`config.mk`:
```
export PLATFORM = sky130hd
export DESIGN_NAME = prog_counter
export DESIGN_NICKNAME = d
export VERILOG_FILES = /design/src/rtl/prog_counter.sv
export SDC_FILE = /design/constraint.sdc
export NUM_CORES = 1
export LEC_CHECK = 0
export ABC_AREA = 1
export ABC_CLOCK_PERIOD_IN_PS = 2700
export BUFFER_PORTS_ARGS = -buffer_cell sky130_fd_sc_hd__buf_2
export CAP_MARGIN = 0
export CORE_MARGIN = 2
export CORE_UTILIZATION = 60
export DETAILED_ROUTE_END_ITERATION = 6
export PLACE_DENSITY_LB_ADDON = 0.15
export SLEW_MARGIN = 10
export SYNTH_ARGS = -nofsm -noshare
export SYNTH_HDL_FRONTEND = slang
export SYNTH_SLANG_ARGS = --single-unit
```
`constraint.sdc`:
```
create_clock -name gclk_i -period 2.7 [get_ports gclk_i]
set_input_delay 0.135 -clock gclk_i [delete_from_list [all_inputs] [get_ports gclk_i]]
set_output_delay 0.135 -clock gclk_i [all_outputs]
set_load 0.01 [all_outputs]
```
`src/rtl/prog_counter.sv`:
```
// Programmable prescaled counter: up-wrap, down-wrap, bounce and one-shot modes,
// with parallel load and a registered terminal-count pulse.
module prog_counter #(
    parameter int unsigned WIDTH = 4,
    parameter int unsigned DIV_W = 8
) (
    input  logic             gclk_i,
    input  logic             reset_i,
    input  logic             en_i,
    input  logic [1:0]       mode_i,
    input  logic [DIV_W-1:0] div_i,
    input  logic [WIDTH-1:0] limit_i,
    input  logic             load_i,
    input  logic [WIDTH-1:0] load_val_i,
    input  logic             start_i,
    output logic [WIDTH-1:0] count_o,
    output logic             tc_o,
    output logic             busy_o,
    output logic             dir_o
);

    typedef enum logic [1:0] {
        MODE_UP      = 2'b00,
        MODE_DOWN    = 2'b01,
        MODE_BOUNCE  = 2'b10,
        MODE_ONESHOT = 2'b11
    } mode_e;

    typedef enum logic [1:0] {
        OS_IDLE = 2'b00,
        OS_RUN  = 2'b01,
        OS_DONE = 2'b10
    } os_state_e;

    logic [DIV_W-1:0] pre_q,   pre_d;
    logic [WIDTH-1:0] count_q, count_d;
    logic             tc_q,    tc_d;
    logic             dir_q,   dir_d;
    logic             busy_q,  busy_d;
    os_state_e        os_q,    os_d;

    mode_e            mode;
    logic             tick;
    logic             start_ok;
    logic [WIDTH-1:0] count_inc;
    logic [WIDTH-1:0] count_dec;

    assign mode      = mode_e'(mode_i);
    assign tick      = en_i && (pre_q == div_i);
    assign start_ok  = (mode == MODE_ONESHOT) && start_i && (os_q != OS_RUN);
    assign count_inc = count_q + WIDTH'(1);
    assign count_dec = count_q - WIDTH'(1);

    // NOTE: every next-state variable gets a default first so no latch is inferred.
    always_comb begin
        pre_d   = pre_q;
        count_d = count_q;
        tc_d    = 1'b0;
        dir_d   = dir_q;
        busy_d  = busy_q;
        os_d    = os_q;

        if (en_i) begin
            pre_d = tick ? '0 : pre_q + DIV_W'(1);
        end

        // Fixed-direction modes pin dir immediately; count follows at the next tick.
        if (mode == MODE_UP) begin
            dir_d = 1'b1;
        end else if (mode == MODE_DOWN) begin
            dir_d = 1'b0;
        end

        if (mode != MODE_ONESHOT) begin
            os_d   = OS_IDLE;
            busy_d = 1'b0;
        end

        if (load_i) begin
            count_d = load_val_i;
            pre_d   = '0;
        end else if (start_ok) begin
            count_d = '0;
            pre_d   = '0;
            busy_d  = 1'b1;
            os_d    = OS_RUN;
        end else if (tick) begin
            case (mode)
                MODE_UP: begin
                    if (count_q >= limit_i) begin
                        count_d = '0;
                        tc_d    = 1'b1;
                    end else begin
                        count_d = count_inc;
                    end
                end
                MODE_DOWN: begin
                    if (count_q == '0) begin
                        count_d = limit_i;
                        tc_d    = 1'b1;
                    end else begin
                        count_d = count_dec;
                    end
                end
                MODE_BOUNCE: begin
                    if ((limit_i == '0) && (count_q == '0)) begin
                        tc_d = 1'b1;
                    end else if (dir_q && (count_q >= limit_i)) begin
                        dir_d   = 1'b0;
                        count_d = count_dec;
                        tc_d    = 1'b1;
                    end else if (!dir_q && (count_q == '0)) begin
                        dir_d   = 1'b1;
                        count_d = count_inc;
                        tc_d    = 1'b1;
                    end else begin
                        count_d = dir_q ? count_inc : count_dec;
                    end
                end
                MODE_ONESHOT: begin
                    if (os_q == OS_RUN) begin
                        count_d = count_inc;
                        if (count_inc >= limit_i) begin
                            tc_d   = 1'b1;
                            busy_d = 1'b0;
                            os_d   = OS_DONE;
                        end
                    end
                end
            endcase
        end
    end

    // NOTE: sequential state uses non-blocking assignments; reset is sampled on the clock edge.
    always_ff @(posedge gclk_i) begin
        if (!reset_i) begin
            pre_q   <= '0;
            count_q <= '0;
            tc_q    <= 1'b0;
            dir_q   <= 1'b1;
            busy_q  <= 1'b0;
            os_q    <= OS_IDLE;
        end else begin
            pre_q   <= pre_d;
            count_q <= count_d;
            tc_q    <= tc_d;
            dir_q   <= dir_d;
            busy_q  <= busy_d;
            os_q    <= os_d;
        end
    end

    assign count_o = count_q;
    assign tc_o    = tc_q;
    assign busy_o  = busy_q;
    assign dir_o   = dir_q;

endmodule

```
* Word level (Yosys, flattened, before mapping) *
Index checks and enable logic that the tools add are counted.

storage, ports and cells
  input port bits = 23
  output and inout bits = 7
  word-level logic and storage cells = 79
  bits in registers = 17

operators by class
  eq/ne operators = 9
  $lt $le $gt $ge = 2
  add/sub/neg operators = 3
  multiplexer cells = 43
  bitwise logic cells = 2
  reductions and logical operators = 14

operator list
  cell                                                    count
  2-to-1 mux 4 bit                                        10
  2-to-1 mux 1 bit                                        23
  one-hot mux 4 bit (4 select lines)                      1
  2-to-1 mux 2 bit                                        7
  adder 8 x 1 -> 8 bit (second input constant)            1
  equality test 8 bit                                     1
  greater-or-equal comparator 4 bit                       2
  zero test 4 bit                                         2
  2-to-1 mux 8 bit                                        1
  logical AND 1 bit                                       6
  adder 4 x 1 -> 4 bit (second input constant)            1
  equality test 2 x 1 -> 1 bit (second input constant)    2
  equality test 2 bit (second input constant)             2
  inequality test 4 x 3 -> 1 bit (second input constant)  1
  inequality test 4 bit (second input constant)           1
  one-hot mux 1 bit (4 select lines)                      1
  OR reduction 4 bit                                      1
  subtractor 4 x 1 -> 4 bit (second input constant)       1
  AND reduction 3 bit                                     1
  nonzero test 3 bit                                      1
  OR reduction 3 bit                                      1
  zero test 2 bit                                         1
  inequality test 2 x 1 -> 1 bit (second input constant)  1
  inequality test 2 bit (second input constant)           1
  other kinds (2)                                         3

* Logic depth before layout (Yosys ltp) *
Gate-level depths: netlist of run 1.

  depth in word-level cells = 10
  gate-level depth with buffers = 14
  gate-level depth less buffers = 14

* Worst setup path after synthesis of run 1 *
No wires, ideal clock.

  path type = reg2reg
  start point = register count_q[0] (netlist: count_o[0])
  end point = register busy_q (netlist: busy_o)
  cell stages (with the launch flop) = 13
  period minus slack after synthesis = 1.898 ns
  slack = 0.802 ns
  arrival time = 1.779 ns
  path buffers = 0
  cell sequence = dfxtp_1 inv_1 ha_1 ha_1 inv_1 o21bai_1 nand3_1 nand3_1 nand2_1 inv_1 nand3_2 nand3_1 a21oi_1

between the ends
  word-level cells in the longest chain between the ends = 8

RTL lines
  item                               RTL line  text
  start, declared                    36        logic [WIDTH-1:0] count_q, count_d;
  start signal, assigned             145       count_q <= count_d;
  adder 4 x 1 -> 4 bit               51        assign count_inc = count_q + WIDTH'(1);
  greater-or-equal comparator 4 bit  123       if (count_inc >= limit_i) begin
  2-to-1 mux 1 bit                   123
  2-to-1 mux 1 bit                   121       if (os_q == OS_RUN) begin
  2-to-1 mux 1 bit                   88        case (mode)
  2-to-1 mux 1 bit                   87        end else if (tick) begin
  2-to-1 mux 1 bit                   82        end else if (start_ok) begin
  2-to-1 mux 1 bit                   79        if (load_i) begin
  end signal, assigned               148       busy_q <= busy_d;
  end, declared                      39        logic busy_q, busy_d;

No other way between the ends.
A chain may end at the register's enable or synchronous reset.

* Worst setup path after layout of run 1 *
  start point = register count_q[0] (netlist: count_o[0])
  end point = register os_q[0]

between the ends
  word-level cells in the longest chain between the ends = 8

RTL lines
  item                               RTL line  text
  adder 4 x 1 -> 4 bit               51
  greater-or-equal comparator 4 bit  123
  2-to-1 mux 2 bit                   123
  2-to-1 mux 2 bit                   121
  2-to-1 mux 2 bit                   88
  2-to-1 mux 2 bit                   87
  2-to-1 mux 2 bit                   82
  2-to-1 mux 2 bit                   79
  end signal, assigned               149       os_q <= os_d;
  end, declared                      40        os_state_e os_q, os_d;

No other way between the ends.

==> metrics, run 1 <==
CTS Buf Count 3; largest net degree at the start of global routing 12; # DRC 0; CP Buf/Inv Count 3; I/O Buffers 29; reg2reg setup slack 660 ps; Mapped Area 1610 um2; num ports 30; Max Cap Violations 0; Fin. Hold Viols 0; CP arrival 2240 ps; delay of the slowest critical-path stage 440 ps; DRT Pass-1 Iters 4; critical path depth in cells 12; kind of end point of the critical path flop; CTS tree done; post-synthesis cell count 251; synthesized flop and latch total 17; final period utilization 75.7%; synth top area cells dfxtp_1 21%, nand2_1 12%, ha_1 9.3%; 1st-iter DRT viols 68; Worst Hold Path EP dir_o; Inserted Diodes 0; Post-CTS Setup Bufs 0; worst vdd rail ir drop 0.393 mV; clk_lat worst skew 300 ps; vias after detailed routing 1656; sequential share of the synthesized area 21.1%; CTS max path bufs 2; YS warnings 0; Yosys top cell area share 21.1%; worst hold stages 2; Layout area overhead 11.2%; synthesized area per cell 6.42 um2; min-delay worst type primary input to flop; Final Max Slew Viols 0; Tightest Pin Transition 432 ps; syn nets 286; Vias/cell 5.32; Worst-path clk slew 110 ps; Layout Utilization 71.6%; Worst path slowest cell dfxtp_1; core area 2500 um2; Slew HR 71.1%; RePlAce Congestion 0.932; cells on worst reg2reg path 12; Die X 55.8 um; Detail Route Antenna Nets 0; hold path start reset_i; skew final 7.81 ps; initial cell density of the core 64.4%; share of cells above drive strength 1 20.6%; Setup TNS Final 0 ps; clock sinks 17; min Tclk post-route 2040 ps; antenna violations before repair 0; power per cell area 364 nW/um2; FF-to-FF Start count_o[0]; R2R Path End os_q[0]; Root Buffer clkbuf_4; Nets 317; grt ovf 0; outcome finished, final reports clean; Final Routed Wirelength 3640 um; fmax 489 MHz; die height 55.8 um; first-pass GRT wire length 6220 um; CP max FO 7; startpoint type of the worst setup path flop; drt wl/cell 11.7 um; leakage power 0.906 nW; post-cts sizing count 0; commonest non-fill, non-tap cell in the layout nand2_1; Final Cell Area 1790 um2; class of the most critical setup path flop to flop; area leader, netlist dfxtp_1; vias in the first global route 1435; post-DP HPWL 3020 um; area of the die 3110 um2; Placement Rows 18; CP required 2900 ps; # fillers 229; gr usage total 25.0%; dpl cell area 1760 um2; unrepaired setup endpoints after global routing false; commonest non-fill, non-tap cells in the layout 53 x nand2_1, 34 x inv_1, 32 x nor2_1; synth unique cells 31; # setup viols final 0; cell family with most CP delay adder cells; Post-CTS Hold Fix Bufs 0; critical path cell sequence inv_1, ha_1, ha_1, inv_1, o21bai_1, nand3_1, nand3_1, nand2_1, inv_1, nand3_2, nand3_1, a21oi_1; H-tree Lvls 1
## power by group
group          internal (W)  switching, W
combinational     0.0000891      0.000149
sequential         0.000259     0.0000131
clock             0.0000553     0.0000866
total              0.000403      0.000248
## logic make-up (layout without fill, tap and decap cells)
| logic type | after synthesis | count (layout) | share of synthesized area [%] |
|---|---|---|---|
| buf+inv | 43 | 73 | 11.2 |
| compound gates | 29 | 29 | 10.5 |
| xor+xnor | 9 | 9 | 4.90 |
| flops | 17 | 17 | 21.1 |
| simple gates | 141 | 141 | 43.0 |
| fa+ha+maj | 12 | 12 | 9.32 |
## area by class of cell
cell class                      instances  area, um2  area share [%]
Tap cell                               30       37.5            2.10
Inverter                               40        150            8.39
Clock buffer                            3       22.5            1.26
Multi-Input combinational cell        191       1090            60.9
Sequential cell                        17        340            19.0
Clock inverter                          1       5.00           0.280
Timing Repair Buffer                   29        145            8.11
## per-stage QoR
stage / hold slack [ps] / instances / power, W / worst slack (ps)
5_1_grt: 82.1 / 311 / 0.000698 / 482
3_5_place_dp: 385 / 307 / 0.000512 / 708
4_1_cts: 73.0 / 311 / 0.000651 / 673
3_3_place_gp: 381 / 307 / 0.000508 / 758
2_1_floorplan: 204 / 251 / 0.000448 / 802
6_report: 79.8 / 311 / 0.000652 / 656
## Yosys cell counts, drive strengths merged
master and number:
o21ai 7, nand3 28, a21boi 3, nor3 10, nand4 6, nor4 1
o2111ai 1, buf 3, o21bai 1, xnor2 3, a21oi 15, nand2 56
a211oi 1, xor2 6, dfxtp 17, nor2 39, ha 12, inv 40
nor3b 1, o31ai 1
## registers in the layout (all words and copies together) (netlist names)
signal	cells
dir_o	1
busy_o	1
tc_o	1
os_q	2
pre_q	8
count_o	4
## worst max-delay path by stage
stage | end | from | slack [ps]
4_1_cts | os_q[0] | count_o[0] | 670
2_1_floorplan | busy_o | count_o[0] | 800
6_report | os_q[0] | count_o[0] | 660
3_5_place_dp | os_q[0] | count_o[0] | 710
5_1_grt | tc_o | count_o[0] | 480
3_3_place_gp | busy_o | count_o[0] | 760
## layer usage
metal  track usage, %  vias up  wire length [um]
met3             6.05        9               228
met4             7.67        0                62
met2             36.2       45              1490
met1             36.3      729              1860
met5                0        -                 0
li1                 -      873                 -
Note: power is estimated with default switching activity, not from simulation.
==> inputs of run 2 (changes only) <==
- ABC_CLOCK_PERIOD_IN_PS: 2700 -> 1850
- CORE_UTILIZATION: 60 -> 50
- clock period: 2.7 -> 1.85 ns (I/O delays scaled with it)
==> run 2 against run 1 <==
Effect of this change: clock skew down 3.2 ps; global-route usage down 0.40 points; register-to-register slack worse by 580 ps.
==> metrics, run 2 (synthesis results as in run 1) <==
die height 60.8 um; RePlAce Congestion 0.907; gr usage total 24.6%; Layout area overhead 29.1%; CP max FO 4; dpl ws -15.7 ps; fin worst setup slack 78.0 ps; worst vdd rail ir drop 0.356 mV; Slew HR 77.2%; Die X 60.8 um; Nets 335; H-tree Lvls 1; clock sinks 17; CTS max path bufs 2; Layout Utilization 68.1%; CP required 2060 ps; Power Total 0.00107 W; drt wl/cell 11.8 um; critical path cell sequence inv_4, ha_4, ha_4, inv_2, o21bai_1, nand3_1, nand3_1, nand2_1, inv_2, nand3_4, nand3_2, a21oi_2; # DRC 0; CP arrival 1980 ps; Vias/cell 5.11; footprint of the multi-input gates 1200 um2; unrepaired setup endpoints after global routing true; Placement Rows 20; Tightest Pin Transition 341 ps; post-DP HPWL 3250 um; Max Cap Violations 0; num ports 30; skew final 4.61 ps; largest net degree at the start of global routing 11; commonest non-fill, non-tap cell in the layout nand2_1; CTS tree done; first-pass GRT wire length 6760 um; antenna violations before repair 0; # fillers 285; 1st-iter DRT viols 63; Final Routed Wirelength 4050 um; Final Max Slew Viols 0; min-delay worst type primary input to flop; # setup viols final 0; CP Buf/Inv Count 3; outcome finished, final reports clean; DRT Pass-1 Iters 4; Root Buffer clkbuf_4; commonest non-fill, non-tap cells in the layout 49 x nand2_1, 31 x nor2_1, 30 x inv_1; placed instance count 337; Post-Layout Cell Count 343; kind of end point of the critical path flop; area of the die 3690 um2; Largest register FFs 8; leakage power 1.01 nW; Fin. Hold Viols 0; final period utilization 95.8%; register area 349 um2; grt ovf 0; Detail Route Antenna Nets 0; vias after detailed routing 1753; share of cells above drive strength 1 33.4%; Worst path slowest cell dfxtp_4; Worst-path clk slew 100 ps; startpoint type of the worst setup path flop; cell family with most CP delay adder cells; power per cell area 513 nW/um2; clk_lat worst skew 300 ps; largest register by flop count pre_q; WHS 27.0 ps; delay of the slowest critical-path stage 390 ps; CTS Buf Count 3; core area 3050 um2; vias in the first global route 1589; Inserted Diodes 0; min Tclk post-route 1770 ps; initial cell density of the core 52.7%; Post-CTS Hold Fix Bufs 0; fmax 564 MHz; class of the most critical setup path flop to flop; I/O Buffers 29
-- run 2: changes by cell type in the layout (fill, tap and decap cells not counted), sizes merged --
cell	previous run	this run
buf	29	47
-- run 2: metal layers --
metal	vias to the layer above	GRT usage, %	part of all wire (%)
li1	916	-	-
met1	791	34.8	50
met2	37	37.3	44
met3	9	5.33	4.0
met4	0	7.76	1.7
met5	-	0	0
-- run 2: final cells by class --
cell class,instances,area share (%)
timing repair buffer,47,13.8
multi-input combinational,191,57.9
clock buffer,3,1.08
clock inverter,1,0.241
tap,44,2.65
sequential,17,16.8
inverter,40,7.46
-- run 2: report_power, final --
group	total, W	switching (W)	leakage, nW	internal (W)
sequential	0.000393	0.0000147	0.140	0.000378
combinational	0.000465	0.000260	0.850	0.000205
clock	0.000208	0.000127	0.0177	0.0000808
-- run 2: final timing paths --
path	start	slack [ps]	to	cells past startpoint
hold reg to reg	os_q[1]	460	os_q[1]	2
setup reg to reg	count_o[0]	80	os_q[0]	12
hold / removal	reset_i	30	dir_o	2
setup / recovery	count_o[0]	80	os_q[0]	12
-- run 2: repair_timing --
action | in CTS | in global routing
hold endpoints to repair | 0 | 0
pin swaps | 1 | 8
gates resized for setup | 2 | 29
setup buffers | 1 | 1
endpoints found under the setup margin | 4 | 9
-- run 2: stage by stage --
| step | setup TNS [ps] | area (um2) |
|---|---|---|
| after floorplan | 0 | 1610 |
| after global placement | 0 | 1900 |
| after detailed placement | -29.2 | 1900 |
| after CTS | 0 | 1940 |
| after global routing | -33.4 | 2080 |
| final | 0 | 2080 |
==> inputs of run 3 (changes only) <==
==> constraint.sdc (replaced) <==
create_clock -name gclk_i -period 1.85 [get_ports gclk_i]
set_input_delay 0.4625 -clock gclk_i [delete_from_list [all_inputs] [get_ports gclk_i]]
set_output_delay 0.4625 -clock gclk_i [all_outputs]
set_load 0.01 [all_outputs]
==> run 3 against run 2 <==
Effect of this change: critical path depth is the same; first-iteration DRC count grew 73%; flip-flop and latch count did not move; worst setup slack got worse by 18 ps; combinational power grew 6.5%; routed wire length is 4.4% higher; global-route usage down 0.54 points; register-to-register slack worse by 20 ps; non-clock buffer count rose by 3; critical endpoint unchanged; largest cell class unchanged.
==> metrics, run 3 (synthesis results as in run 1) <==
skew final 11.8 ps; 1st-iter DRT viols 109; Placement Rows 20; Layout area overhead 32.6%; die height 60.8 um; initial cell density of the core 52.7%; unrepaired setup endpoints after global routing true; area of the die 3690 um2; worst hold stages 2; fin worst setup slack 60.2 ps; grt ovf 0; dpl cell area 1920 um2; min-delay worst type primary input to flop; CTS Buf Count 3; worst vdd rail ir drop 0.308 mV; Slew HR 73.2%; Setup TNS Final 0 ps; Final Routed Wirelength 4230 um; H-tree Lvls 1; final period utilization 96.7%; CP max FO 4; reg2reg setup slack 60 ps; Worst Setup SP count_o[1]; Final Cell Area 2130 um2; Tightest Pin Transition 400 ps; post-DP HPWL 3280 um; I/O Buffers 29; clk_lat worst skew 300 ps; hold path start reset_i; CP required 2050 ps; DRT Pass-1 Iters 4; first-pass GRT wire length 6650 um; Vias/cell 5.07; Detail Route Antenna Nets 0; Final Max Slew Viols 0; startpoint type of the worst setup path flop; Root Buffer clkbuf_4; RePlAce Congestion 0.933; # DRC 0; vias in the first global route 1503; leakage power 1.03 nW; antenna violations before repair 0; kind of end point of the critical path flop; largest register by flop count pre_q; register area 348 um2; CTS tree done; footprint of the multi-input gates 1240 um2; commonest non-fill, non-tap cells in the layout 47 x nand2_1, 31 x nor2_1, 30 x inv_1; Inserted Diodes 0; CP arrival 1990 ps; gr usage total 24.0%; outcome finished, final reports clean; dpl ws -147 ps; cells on worst reg2reg path 12; vias after detailed routing 1754; Worst-path clk slew 110 ps; class of the most critical setup path flop to flop; largest net degree at the start of global routing 10; core area 3050 um2; share of cells above drive strength 1 36.1%; Die X 60.8 um; commonest non-fill, non-tap cell in the layout nand2_1; Nets 338; Largest register FFs 8; Max Cap Violations 0; clock sinks 17; # fillers 287; drt wl/cell 12.2 um; WHS 411 ps; Post-CTS Hold Fix Bufs 0; power per cell area 513 nW/um2; # setup viols final 0; CTS max path bufs 2; Power Total 0.00110 W; min Tclk post-route 1790 ps; Fin. Hold Viols 0; FF-to-FF Start count_o[1]; fmax 559 MHz; num ports 30
[run 3: changes by cell type in the layout (fill, tap and decap cells not counted), sizes merged]
cell / delta
clkbuf: +1
clkinv: -1
buf: +3
[run 3: cell type report]
cell class | instances | area share (%)
multi-input combinational | 191 | 58.1
sequential | 17 | 16.3
timing repair buffer | 50 | 14.7
inverter | 40 | 7.03
tap | 44 | 2.58
clock buffer | 4 | 1.23
[run 3: final timing paths]
kind                  end
setup reg to reg  os_q[0]
setup / recovery  os_q[0]
hold / removal      dir_o
hold reg to reg   os_q[1]
[run 3: timing repair]
action | CTS | global route
setup buffers | 1 | 1
hold endpoints to repair | 0 | 0
pin swaps | 2 | 13
setup endpoints to repair | 7 | 9
gates resized for setup | 5 | 35
[run 3: layer usage]
| metal | vias to the layer above | track usage (%) | wire length, um | share of wire, % |
|---|---|---|---|---|
| li1 | 915 | - | - | - |
| met1 | 787 | 35.0 | 2060 | 49 |
| met2 | 50 | 37.3 | 1910 | 45 |
| met3 | 2 | 4.48 | 237 | 5.6 |
| met4 | 0 | 4.66 | 19 | 0.45 |
| met5 | - | 0 | 0 | 0 |
[run 3: critical path, stage by stage, from the launching register on]
cell	delay (ps)
dfxtp_2	340
buf_6	120
ha_2	180
xnor2_2	200
inv_2	70
ha_4	270
nand3_1	90
nand3_2	80
nand2_1	60
inv_2	80
nand3_4	80
nand3_2	80
a21oi_1	50
[run 3: power breakdown]
part,total [W],switching (W),internal [W]
Sequential,0.000396,0.0000166,0.000379
Combinational,0.000495,0.000277,0.000218
Clock,0.000205,0.000121,0.0000839
[run 3: per-stage QoR]
step | cells | utilization (%)
3_5_place_dp | 340 | 63.0
5_1_grt | 346 | 69.9
4_1_cts | 345 | 64.9
3_3_place_gp | 340 | 63.0
2_1_floorplan | 251 | -
6_report | 346 | 69.9
